===== src/rtl/mem_read_pkg.sv =====
// Shared load/store definitions: one-hot access-size encoding, the cs lane
// select helpers, and the result payload carried through the load buffer.
package mem_read_pkg;

  localparam int unsigned DATA_W = 32;
  localparam int unsigned MODE_W = 3;
  localparam int unsigned CS_W   = 2;

  localparam logic [MODE_W-1:0] MODE_BYTE = 3'b001;
  localparam logic [MODE_W-1:0] MODE_HALF = 3'b010;
  localparam logic [MODE_W-1:0] MODE_WORD = 3'b100;

  typedef struct packed {
    logic [DATA_W-1:0] data;
    logic              err;
  } ld_rsp_t;

  // Byte lane addressed by cs: cs=0 is bits [7:0], cs=3 is bits [31:24].
  function automatic logic [7:0] lane_byte(input logic [DATA_W-1:0] word,
                                           input logic [CS_W-1:0]   cs);
    logic [7:0] lane;
    case (cs)
      2'd0:    lane = word[7:0];
      2'd1:    lane = word[15:8];
      2'd2:    lane = word[23:16];
      default: lane = word[31:24];
    endcase
    return lane;
  endfunction

  // Half lane selected by cs[1].
  function automatic logic [15:0] lane_half(input logic [DATA_W-1:0] word,
                                            input logic              hi);
    return hi ? word[31:16] : word[15:0];
  endfunction

endpackage


===== src/rtl/mem_read_if.sv =====
// Load-path bus: MEM-stage request, data SRAM read port, WB-stage response.
// slave  : the load unit (accepts requests, drives SRAM enable and responses)
// master : the surrounding pipeline / SRAM (drives requests, rdata, rsp_ready)
interface mem_read_if #(
  parameter int unsigned TAG_W = 5
);
  import mem_read_pkg::*;

  logic                req_valid;
  logic                req_ready;
  logic [MODE_W-1:0]   req_mode;
  logic [CS_W-1:0]     req_cs;
  logic                req_unsigned;
  logic [TAG_W-1:0]    req_tag;
  logic                data_sram_en;
  logic [DATA_W-1:0]   data_sram_rdata;
  logic                rsp_valid;
  logic                rsp_ready;
  logic [DATA_W-1:0]   rsp_data;
  logic                rsp_err;
  logic [TAG_W-1:0]    rsp_tag;

  modport slave (
    input  req_valid, req_mode, req_cs, req_unsigned, req_tag,
    input  data_sram_rdata, rsp_ready,
    output req_ready, data_sram_en, rsp_valid, rsp_data, rsp_err, rsp_tag
  );

  modport master (
    output req_valid, req_mode, req_cs, req_unsigned, req_tag,
    output data_sram_rdata, rsp_ready,
    input  req_ready, data_sram_en, rsp_valid, rsp_data, rsp_err, rsp_tag
  );

endinterface


===== src/rtl/mem_read_load_align.sv =====
// Combinational load formatter: picks the byte/half/word lane from the SRAM
// word and sign- or zero-extends it; flags misaligned or non-one-hot modes.
// Ports: rdata_i (SRAM word), mode_i (one-hot size), cs_i (addr[1:0]),
//        unsigned_i (1 = zero-extend), data_o (result), err_o (fault flag).
module mem_read_load_align
  import mem_read_pkg::*;
(
  input  logic [DATA_W-1:0] rdata_i,
  input  logic [MODE_W-1:0] mode_i,
  input  logic [CS_W-1:0]   cs_i,
  input  logic              unsigned_i,
  output logic [DATA_W-1:0] data_o,
  output logic              err_o
);

  logic [7:0]  byte_lane;
  logic [15:0] half_lane;

  assign byte_lane = lane_byte(rdata_i, cs_i);
  assign half_lane = lane_half(rdata_i, cs_i[1]);

  always_comb begin
    data_o = '0;
    err_o  = 1'b0;
    case (mode_i)
      MODE_BYTE: data_o = {{24{~unsigned_i & byte_lane[7]}}, byte_lane};
      MODE_HALF: begin
        if (cs_i[0]) err_o  = 1'b1;
        else         data_o = {{16{~unsigned_i & half_lane[15]}}, half_lane};
      end
      MODE_WORD: begin
        if (cs_i != 2'b00) err_o  = 1'b1;
        else               data_o = rdata_i;
      end
      default:   err_o = 1'b1;
    endcase
  end

endmodule


===== src/rtl/mem_read.sv =====
// Load unit between MEM and WB: issues the SRAM read, formats the returned
// word one cycle later, and buffers results in out + skid so a WB stall
// never drops SRAM data.
// Ports: clk, reset (async, active-high), bus (mem_read_if.slave): request
//        handshake, SRAM enable/rdata, response handshake with data/err/tag.
module mem_read
  import mem_read_pkg::*;
#(
  parameter int unsigned TAG_W = 5
) (
  input  logic        clk,
  input  logic        reset,
  mem_read_if.slave   bus
);

  // Request captured at acceptance, formatted when its SRAM word returns.
  logic              pend_valid_q, pend_valid_d;
  logic [MODE_W-1:0] pend_mode_q,  pend_mode_d;
  logic [CS_W-1:0]   pend_cs_q,    pend_cs_d;
  logic              pend_uns_q,   pend_uns_d;
  logic [TAG_W-1:0]  pend_tag_q,   pend_tag_d;

  logic              out_valid_q,  out_valid_d;
  ld_rsp_t           out_q,        out_d;
  logic [TAG_W-1:0]  out_tag_q,    out_tag_d;

  logic              skid_valid_q, skid_valid_d;
  ld_rsp_t           skid_q,       skid_d;
  logic [TAG_W-1:0]  skid_tag_q,   skid_tag_d;

  ld_rsp_t           fmt;
  logic              out_free;
  logic              sram_en;

  mem_read_load_align u_align (
    .rdata_i    (bus.data_sram_rdata),
    .mode_i     (pend_mode_q),
    .cs_i       (pend_cs_q),
    .unsigned_i (pend_uns_q),
    .data_o     (fmt.data),
    .err_o      (fmt.err)
  );

  // Accept only when every in-flight read has a slot to land in. A pending
  // read with out occupied is fine if out drains this cycle, which keeps
  // one-load-per-cycle streaming while rsp_ready is high.
  assign out_free      = !out_valid_q || bus.rsp_ready;
  assign bus.req_ready = !reset && !skid_valid_q
                         && !(pend_valid_q && out_valid_q && !bus.rsp_ready);
  assign sram_en          = bus.req_valid && bus.req_ready;
  assign bus.data_sram_en = sram_en;

  assign bus.rsp_valid = out_valid_q;
  assign bus.rsp_data  = out_q.data;
  assign bus.rsp_err   = out_q.err;
  assign bus.rsp_tag   = out_tag_q;

  // Next-state: out drains skid first (older), then the freshly formatted read.
  always_comb begin
    pend_valid_d = sram_en;
    pend_mode_d  = pend_mode_q;
    pend_cs_d    = pend_cs_q;
    pend_uns_d   = pend_uns_q;
    pend_tag_d   = pend_tag_q;
    out_valid_d  = out_valid_q;
    out_d        = out_q;
    out_tag_d    = out_tag_q;
    skid_valid_d = skid_valid_q;
    skid_d       = skid_q;
    skid_tag_d   = skid_tag_q;

    if (out_free) begin
      if (skid_valid_q) begin
        out_valid_d  = 1'b1;
        out_d        = skid_q;
        out_tag_d    = skid_tag_q;
        skid_valid_d = 1'b0;
      end else if (pend_valid_q) begin
        out_valid_d = 1'b1;
        out_d       = fmt;
        out_tag_d   = pend_tag_q;
      end else begin
        out_valid_d = 1'b0;
      end
    end else if (pend_valid_q) begin
      skid_valid_d = 1'b1;
      skid_d       = fmt;
      skid_tag_d   = pend_tag_q;
    end

    if (sram_en) begin
      pend_mode_d = bus.req_mode;
      pend_cs_d   = bus.req_cs;
      pend_uns_d  = bus.req_unsigned;
      pend_tag_d  = bus.req_tag;
    end
  end

  always_ff @(posedge clk or posedge reset) begin
    if (reset) begin
      pend_valid_q <= 1'b0;
      pend_mode_q  <= '0;
      pend_cs_q    <= '0;
      pend_uns_q   <= 1'b0;
      pend_tag_q   <= '0;
      out_valid_q  <= 1'b0;
      out_q        <= '0;
      out_tag_q    <= '0;
      skid_valid_q <= 1'b0;
      skid_q       <= '0;
      skid_tag_q   <= '0;
    end else begin
      pend_valid_q <= pend_valid_d;
      pend_mode_q  <= pend_mode_d;
      pend_cs_q    <= pend_cs_d;
      pend_uns_q   <= pend_uns_d;
      pend_tag_q   <= pend_tag_d;
      out_valid_q  <= out_valid_d;
      out_q        <= out_d;
      out_tag_q    <= out_tag_d;
      skid_valid_q <= skid_valid_d;
      skid_q       <= skid_d;
      skid_tag_q   <= skid_tag_d;
    end
  end

endmodule

===== src/flat_wrapper.sv =====
// flat-port wrapper written by rule: the top's interface ports become plain ports
module mem_read_flat import mem_read_pkg::*;
#(
  parameter int unsigned TAG_W = 5
)
  (clk, reset, bus_req_valid, bus_req_mode, bus_req_cs, bus_req_unsigned, bus_req_tag, bus_data_sram_rdata, bus_rsp_ready, bus_req_ready, bus_data_sram_en, bus_rsp_valid, bus_rsp_data, bus_rsp_err, bus_rsp_tag);
  mem_read_if #(.TAG_W(TAG_W)) bus_i ();
  input  logic clk;
  input  logic reset;
  input wire logic [$bits(bus_i.req_valid)-1:0] bus_req_valid;
  input wire logic [$bits(bus_i.req_mode)-1:0] bus_req_mode;
  input wire logic [$bits(bus_i.req_cs)-1:0] bus_req_cs;
  input wire logic [$bits(bus_i.req_unsigned)-1:0] bus_req_unsigned;
  input wire logic [$bits(bus_i.req_tag)-1:0] bus_req_tag;
  input wire logic [$bits(bus_i.data_sram_rdata)-1:0] bus_data_sram_rdata;
  input wire logic [$bits(bus_i.rsp_ready)-1:0] bus_rsp_ready;
  output wire logic [$bits(bus_i.req_ready)-1:0] bus_req_ready;
  output wire logic [$bits(bus_i.data_sram_en)-1:0] bus_data_sram_en;
  output wire logic [$bits(bus_i.rsp_valid)-1:0] bus_rsp_valid;
  output wire logic [$bits(bus_i.rsp_data)-1:0] bus_rsp_data;
  output wire logic [$bits(bus_i.rsp_err)-1:0] bus_rsp_err;
  output wire logic [$bits(bus_i.rsp_tag)-1:0] bus_rsp_tag;
  assign bus_i.req_valid = bus_req_valid;
  assign bus_i.req_mode = bus_req_mode;
  assign bus_i.req_cs = bus_req_cs;
  assign bus_i.req_unsigned = bus_req_unsigned;
  assign bus_i.req_tag = bus_req_tag;
  assign bus_i.data_sram_rdata = bus_data_sram_rdata;
  assign bus_i.rsp_ready = bus_rsp_ready;
  assign bus_req_ready = bus_i.req_ready;
  assign bus_data_sram_en = bus_i.data_sram_en;
  assign bus_rsp_valid = bus_i.rsp_valid;
  assign bus_rsp_data = bus_i.rsp_data;
  assign bus_rsp_err = bus_i.rsp_err;
  assign bus_rsp_tag = bus_i.rsp_tag;
  mem_read #(.TAG_W(TAG_W)) u_core (.clk(clk), .reset(reset), .bus(bus_i));
endmodule

===== config.mk =====
export PLATFORM = sky130hd
export DESIGN_NAME = mem_read_flat
export DESIGN_NICKNAME = d
export VERILOG_FILES = /design/src/rtl/mem_read_pkg.sv /design/src/rtl/mem_read_if.sv /design/src/rtl/mem_read_load_align.sv /design/src/rtl/mem_read.sv /design/src/flat_wrapper.sv
export SDC_FILE = /design/constraint.sdc
export NUM_CORES = 1
export LEC_CHECK = 0
export BUFFER_PORTS_ARGS = -buffer_cell sky130_fd_sc_hd__buf_2
export CORE_MARGIN = 8
export CORE_UTILIZATION = 35
export CTS_CLUSTER_SIZE = 20
export DETAILED_ROUTE_END_ITERATION = 8
export GPL_TIMING_DRIVEN = 0
export SYNTH_ARGS = -nofsm -noshare
export SYNTH_HDL_FRONTEND = slang
export SYNTH_SLANG_ARGS = --single-unit

===== constraint.sdc =====
create_clock -name clk -period 2.74 [get_ports clk]
set_input_delay 0.274 -clock clk [delete_from_list [all_inputs] [get_ports clk]]
set_output_delay 0.274 -clock clk [all_outputs]
set_load 0.01 [all_outputs]

## Word level (Yosys, flattened, before mapping)

Index checks and enable logic that the tools add are counted.

| storage, ports and cells | value |
|---|---|
| input bits | 47 |
| register bits | 90 |
| word-level logic and storage cells | 55 |
| output and inout port bits | 41 |

| cells by class | value |
|---|---|
| multiplexer cells | 16 |
| bitwise gates (word level) | 4 |
| equality and inequality tests | 5 |
| reductions and logical operators | 17 |

Operators with widths:

| kind | count |
|---|---|
| $pmux 32 s3 | 1 |
| $mux 33 | 2 |
| $mux 32 | 2 |
| $pmux 8 s3 | 1 |
| $mux 16 | 1 |
| $mux 5 | 2 |
| $mux 1 | 6 |
| $reduce_bool 2->1 | 3 |
| $logic_and 1x1->1 | 5 |
| $logic_not 1->1 | 5 |
| $reduce_and 2->1 | 2 |
| $eq 3x1->1 const B | 1 |
| $eq 3x2->1 const B | 1 |
| $eq 3x3->1 const B | 1 |
| $pmux 1 s3 | 1 |
| $and 1x1->1 | 2 |
| $eq 2x1->1 const B | 1 |
| $eq 2x2->1 const B | 1 |
| $logic_not 2->1 | 1 |
| $not 1->1 | 2 |
| $logic_or 1x1->1 | 1 |

## Logic depth before layout (Yosys ltp)

| logic depth | value |
|---|---|
| word-level depth | 6 |
| mapped depth | 7 |
| mapped depth without buffers | 4 |

## By module

From an unflattened synthesis, not the netlist that was laid out.

| unflattened totals | value |
|---|---|
| cell total of the unflattened synthesis | 331 |
| area, all modules | 4,667.0 µm² |

By module, submodules not included:

| module | instances | area each (µm²) | cells an instance | seq. area each (µm²) |
|---|---|---|---|---|
| mem_read | 1 | 3,922.5 | 239 | 2,252.2 |
| mem_read_load_align | 1 | 744.5 | 92 | 0.0 |

## Worst setup path after synthesis

No wires, ideal clock.

| timing path | value |
|---|---|
| path type | reg2reg |
| start | reg u_core.out_valid_q (netlist: u_core.bus.rsp_valid) |
| end | reg u_core.pend_cs_q[0] |
| clock period less this slack | 1,664 ps |
| cell stages (with the launch flop) | 7 |
| buffers on the path | 2 |
| arrival | 1,539 ps |
| setup time | 125 ps |
| data required time | 2,615 ps |
| slack | 1,076 ps |
| path through | dfrtp_1 and3b_1 buf_2 nor3_2 nand2_1 buf_2 mux2_2 |

| on the way | value |
|---|---|
| cells in the longest elaborated chain, start to end | 5 |

Ends and longest elaborated chain:

| item | line | source |
|---|---|---|
| start: declaration | mem_read.sv:23 | `logic out_valid_q, out_valid_d;` |
| start signal: assignment | mem_read.sv:118 | `out_valid_q <= out_valid_d;` |
| $logic_and 1x1->1 (2 in a row) | mem_read.sv:49 | `&& !(pend_valid_q && out_valid_q && !bus.rsp_ready);` |
| $logic_not 1->1 | mem_read.sv:49 |  |
| $logic_and 1x1->1 | mem_read.sv:49 |  |
| via bus_req_ready | flat_wrapper.sv:17 | `output wire logic [$bits(bus_i.req_ready)-1:0] bus_req_ready;` |
| $logic_and 1x1->1 | mem_read.sv:50 | `assign sram_en = bus.req_valid && bus.req_ready;` |
| end signal: assignment | mem_read.sv:115 | `pend_cs_q <= pend_cs_d;` |
| end: declaration | mem_read.sv:19 | `logic [CS_W-1:0] pend_cs_q, pend_cs_d;` |

The timed path passes the listed nets, and every way through them passes these cells.
A chain may end at the register's enable or synchronous reset.

## Final worst setup path

| timing path | value |
|---|---|
| start | reg u_core.pend_valid_q |
| end | out bus_data_sram_en |

| on the way | value |
|---|---|
| cells in the longest elaborated chain, start to end | 5 |

Ends and longest elaborated chain:

| item | line | source |
|---|---|---|
| start: declaration | mem_read.sv:17 | `logic pend_valid_q, pend_valid_d;` |
| start signal: assignment | mem_read.sv:113 | `pend_valid_q <= pend_valid_d;` |
| $logic_and 1x1->1 (2 in a row) | mem_read.sv:49 |  |
| $logic_not 1->1 | mem_read.sv:49 |  |
| $logic_and 1x1->1 | mem_read.sv:49 |  |
| $logic_and 1x1->1 | mem_read.sv:50 |  |
| end: declaration | flat_wrapper.sv:18 | `output wire logic [$bits(bus_i.data_sram_en)-1:0] bus_data_sram_en;` |

No other way between the ends.

==> run summary <==
CP required = 2470 ps
H-Tree Depth = 3
fin nets = 572
CP top delay family = buffers and inverters
row count = 40
Critical Path End = bus_data_sram_en
HPWL Detailed = 9.64 mm
Crit path largest cell delay = 430 ps
maximum VDD drop = 0.000292 V
CTS root buffer = clkbuf_16
GRT Residual Overflow = 0
sequential area share after synthesis = 51.9%
Worst Tran Pin Value = 608 ps
Leakage = 2.38 nW
routed vias = 3779
reg2reg start = u_core.pend_cs_q[0]
Comb power frac = 26.0%
core area = 12100 µm²
Worst Path Max Fanout = 10
switching power = 1.41 mW
Final Wtd Congestion = 0.870
largest net degree at the start of global routing = 48
setup TNS = 0 ps
port bufs = 87
DR DRC count = 0
r2r setup slk = 670 ps
largest cells by area after synthesis = dfrtp_1 52%, o21ai_0 5.3%, nand2_1 4.8%, a31oi_1 4.6%, mux2_2 3.6%
CP Depth = 7
via density per instance = 5.41
initial core utilization = 35.9%
maximum root-to-sink buffer count = 2
syn nets = 473
Most used DFF post-synth = dfrtp_1
gr usage total = 16.3%
global-route wire length before repair = 20.8 mm
Async SR Flop Fraction = 100%
Crit Reg-Reg Endpoint = u_core.skid_q[6]
Buf/Inv on CP = 4
EDFF count, synth = 0
Achievable Freq = 0.428 GHz
Antenna Violating Nets Remaining = 0
clock sinks = 90
CTS tree = yes
CP Capture Type = output port
Worst Path Class, Setup = register to output port
Clock power frac = 31.2%
area of the mapped netlist = 4340 µm²
crit path time final = 2330 ps
worst reg2reg path depth = 6
area fraction of the dominant cell type after synthesis = 51.9%
Die W = 127 µm
Syn Area/Cell = 10.2 µm²
drt first pass iters = 6
Power Dens Cells = 832 nW/µm²
Post-Synthesis Cells = 426
Clk pin slew, worst setup/hold paths = 70 ps
crit path DAT = 2060 ps
max_cap viols = 0
HP Class = input port to asynchronous set/reset pin
RSZ-0062 raised after global routing = false
average wire per standard cell = 18.7 µm
Worst Skew = 7.55 ps
Post-Route WL = 13.0 mm
share of cells above drive strength 1 = 28.7%
Resized cells post-CTS = 0
FF+latch count, synth = 90
clk_lat worst skew = 340 ps
Yosys top cell by area = dfrtp_1
Die Area = 16200 µm²
synth-to-layout area growth = 23.3%
relative slew slack = 59.4%
crit-path cells = and3b_1, buf_2, nor3_2, nand2_1, buf_2, inv_1, buf_2
commonest non-fill, non-tap cells in the layout = 95 x buf_2, 90 x dfrtp_1, 56 x nand2_1
number of diodes = 0
final setup fails = 0
I/O Pins = 88
status = complete, no violations
Final Instance Area = 5350 µm²
Sw Share = 31.6%
Synth cell types = 46
crit path launch = u_core.pend_valid_q
# hold bufs at CTS = 0
Final WS setup = 405 ps
Placed Area = 5010 µm²
initial antenna violation count = 1
most used cell, CP = buf_2
vias in the first global route = 3752
TritonCTS buffer count = 9
postcts setup bufs = 0
Final Slew Violations = 0
1st-iter DRT viols = 453
Ys Warns = 0
dpl ws = 679 ps
startpoint types = register
most common cell after layout, fill and taps aside = buf_2
Die Ht = 127 µm
Critical-path top delay cell = dfrtp_1
Int Power = 3.04 mW
Sequential Power Share = 42.7%
Tcrit/Tclk final = 85.2%
Final Hold Vio Count = 0
flip-flops by register name (all words and copies together) (netlist names):
register	flops
u_core.bus.rsp_data	32
u_core.pend_valid_q	1
u_core.pend_cs_q	2
u_core.skid_valid_q	1
u_core.bus.rsp_tag	5
u_core.pend_uns_q	1
u_core.skid_tag_q	5
u_core.pend_mode_q	3
u_core.bus.rsp_valid	1
u_core.pend_tag_q	5
u_core.skid_q	33
u_core.bus.rsp_err	1
cell usage after synthesis, types with 2 or more instances:
cell type,instances
dfrtp_1,90
nand2_1,56
o21ai_0,46
a31oi_1,32
nor2_1,30
a21oi_1,19
clkbuf_1,17
or3_1,17
mux2_2,14
a22oi_1,13
and3_1,9
buf_2,8
mux2i_1,7
mux4_2,7
inv_1,6
a32oi_1,5
a222oi_1,4
buf_6,4
nand2b_1,4
o2bb2ai_1,4
nor2b_1,3
and3b_1,2
clkbuf_2,2
nor2_4,2
nor3b_1,2
o21ai_1,2
o21ai_2,2
power groups by stage:
stage / sequential, mW / combinational (mW) / clock [mW]
5_1_grt: 1.95 / 1.29 / 1.46
2_1_floorplan: 1.97 / 0.670 / 0
3_5_place_dp: 1.93 / 1.17 / 0
4_1_cts: 1.90 / 1.18 / 1.41
3_3_place_gp: 1.91 / 1.14 / 0
6_report: 1.90 / 1.16 / 1.39
logic make-up after synthesis:
kind of cell           share of synthesized area [%]
buffers and inverters                           4.44
multiplexers                                    8.89
AO/OA/AOI/OAI                                   19.2
flip-flops                                      51.9
AND/OR/NAND/NOR                                 15.5
layer usage:
metal | GRT usage, % | part of all wire (%)
met5 | 0 | 0.061
met4 | 6.30 | 1.8
met3 | 3.54 | 5.8
met2 | 25.2 | 46
met1 | 21.7 | 46
per-stage QoR:
step	power, mW	hold WS, ps	util, %	cells
final	4.45	16.5	44.3	698
after global routing	4.70	73.5	44.3	698
after CTS	4.49	31.5	44.3	698
after detailed placement	3.10	402	41.5	682
after global placement	3.05	454	41.3	681
after floorplan	2.64	424	-	426
cell type report:
type	instances	area, µm²
multi-input cells	297	1890
repair buffers	88	463
clock buffers	10	239
clock inverters	6	96.3
fillers	1209	6720
inverters	6	25.0
plain buffers	33	170
well taps	168	210
flip-flops and latches	90	2250
worst min path at each step:
stage	slack [ps]	start	endpoint
after CTS	30	reset	u_core.bus.rsp_data[23]
after global routing	70	reset	u_core.bus.rsp_data[28]
after floorplan	420	bus_req_cs[1]	u_core.pend_cs_q[1]
after global placement	450	u_core.skid_q[6]	u_core.skid_q[6]
final	20	reset	u_core.bus.rsp_data[21]
after detailed placement	400	reset	u_core.bus.rsp_data[28]
No activity file was read; power rests on OpenSTA's default activity.
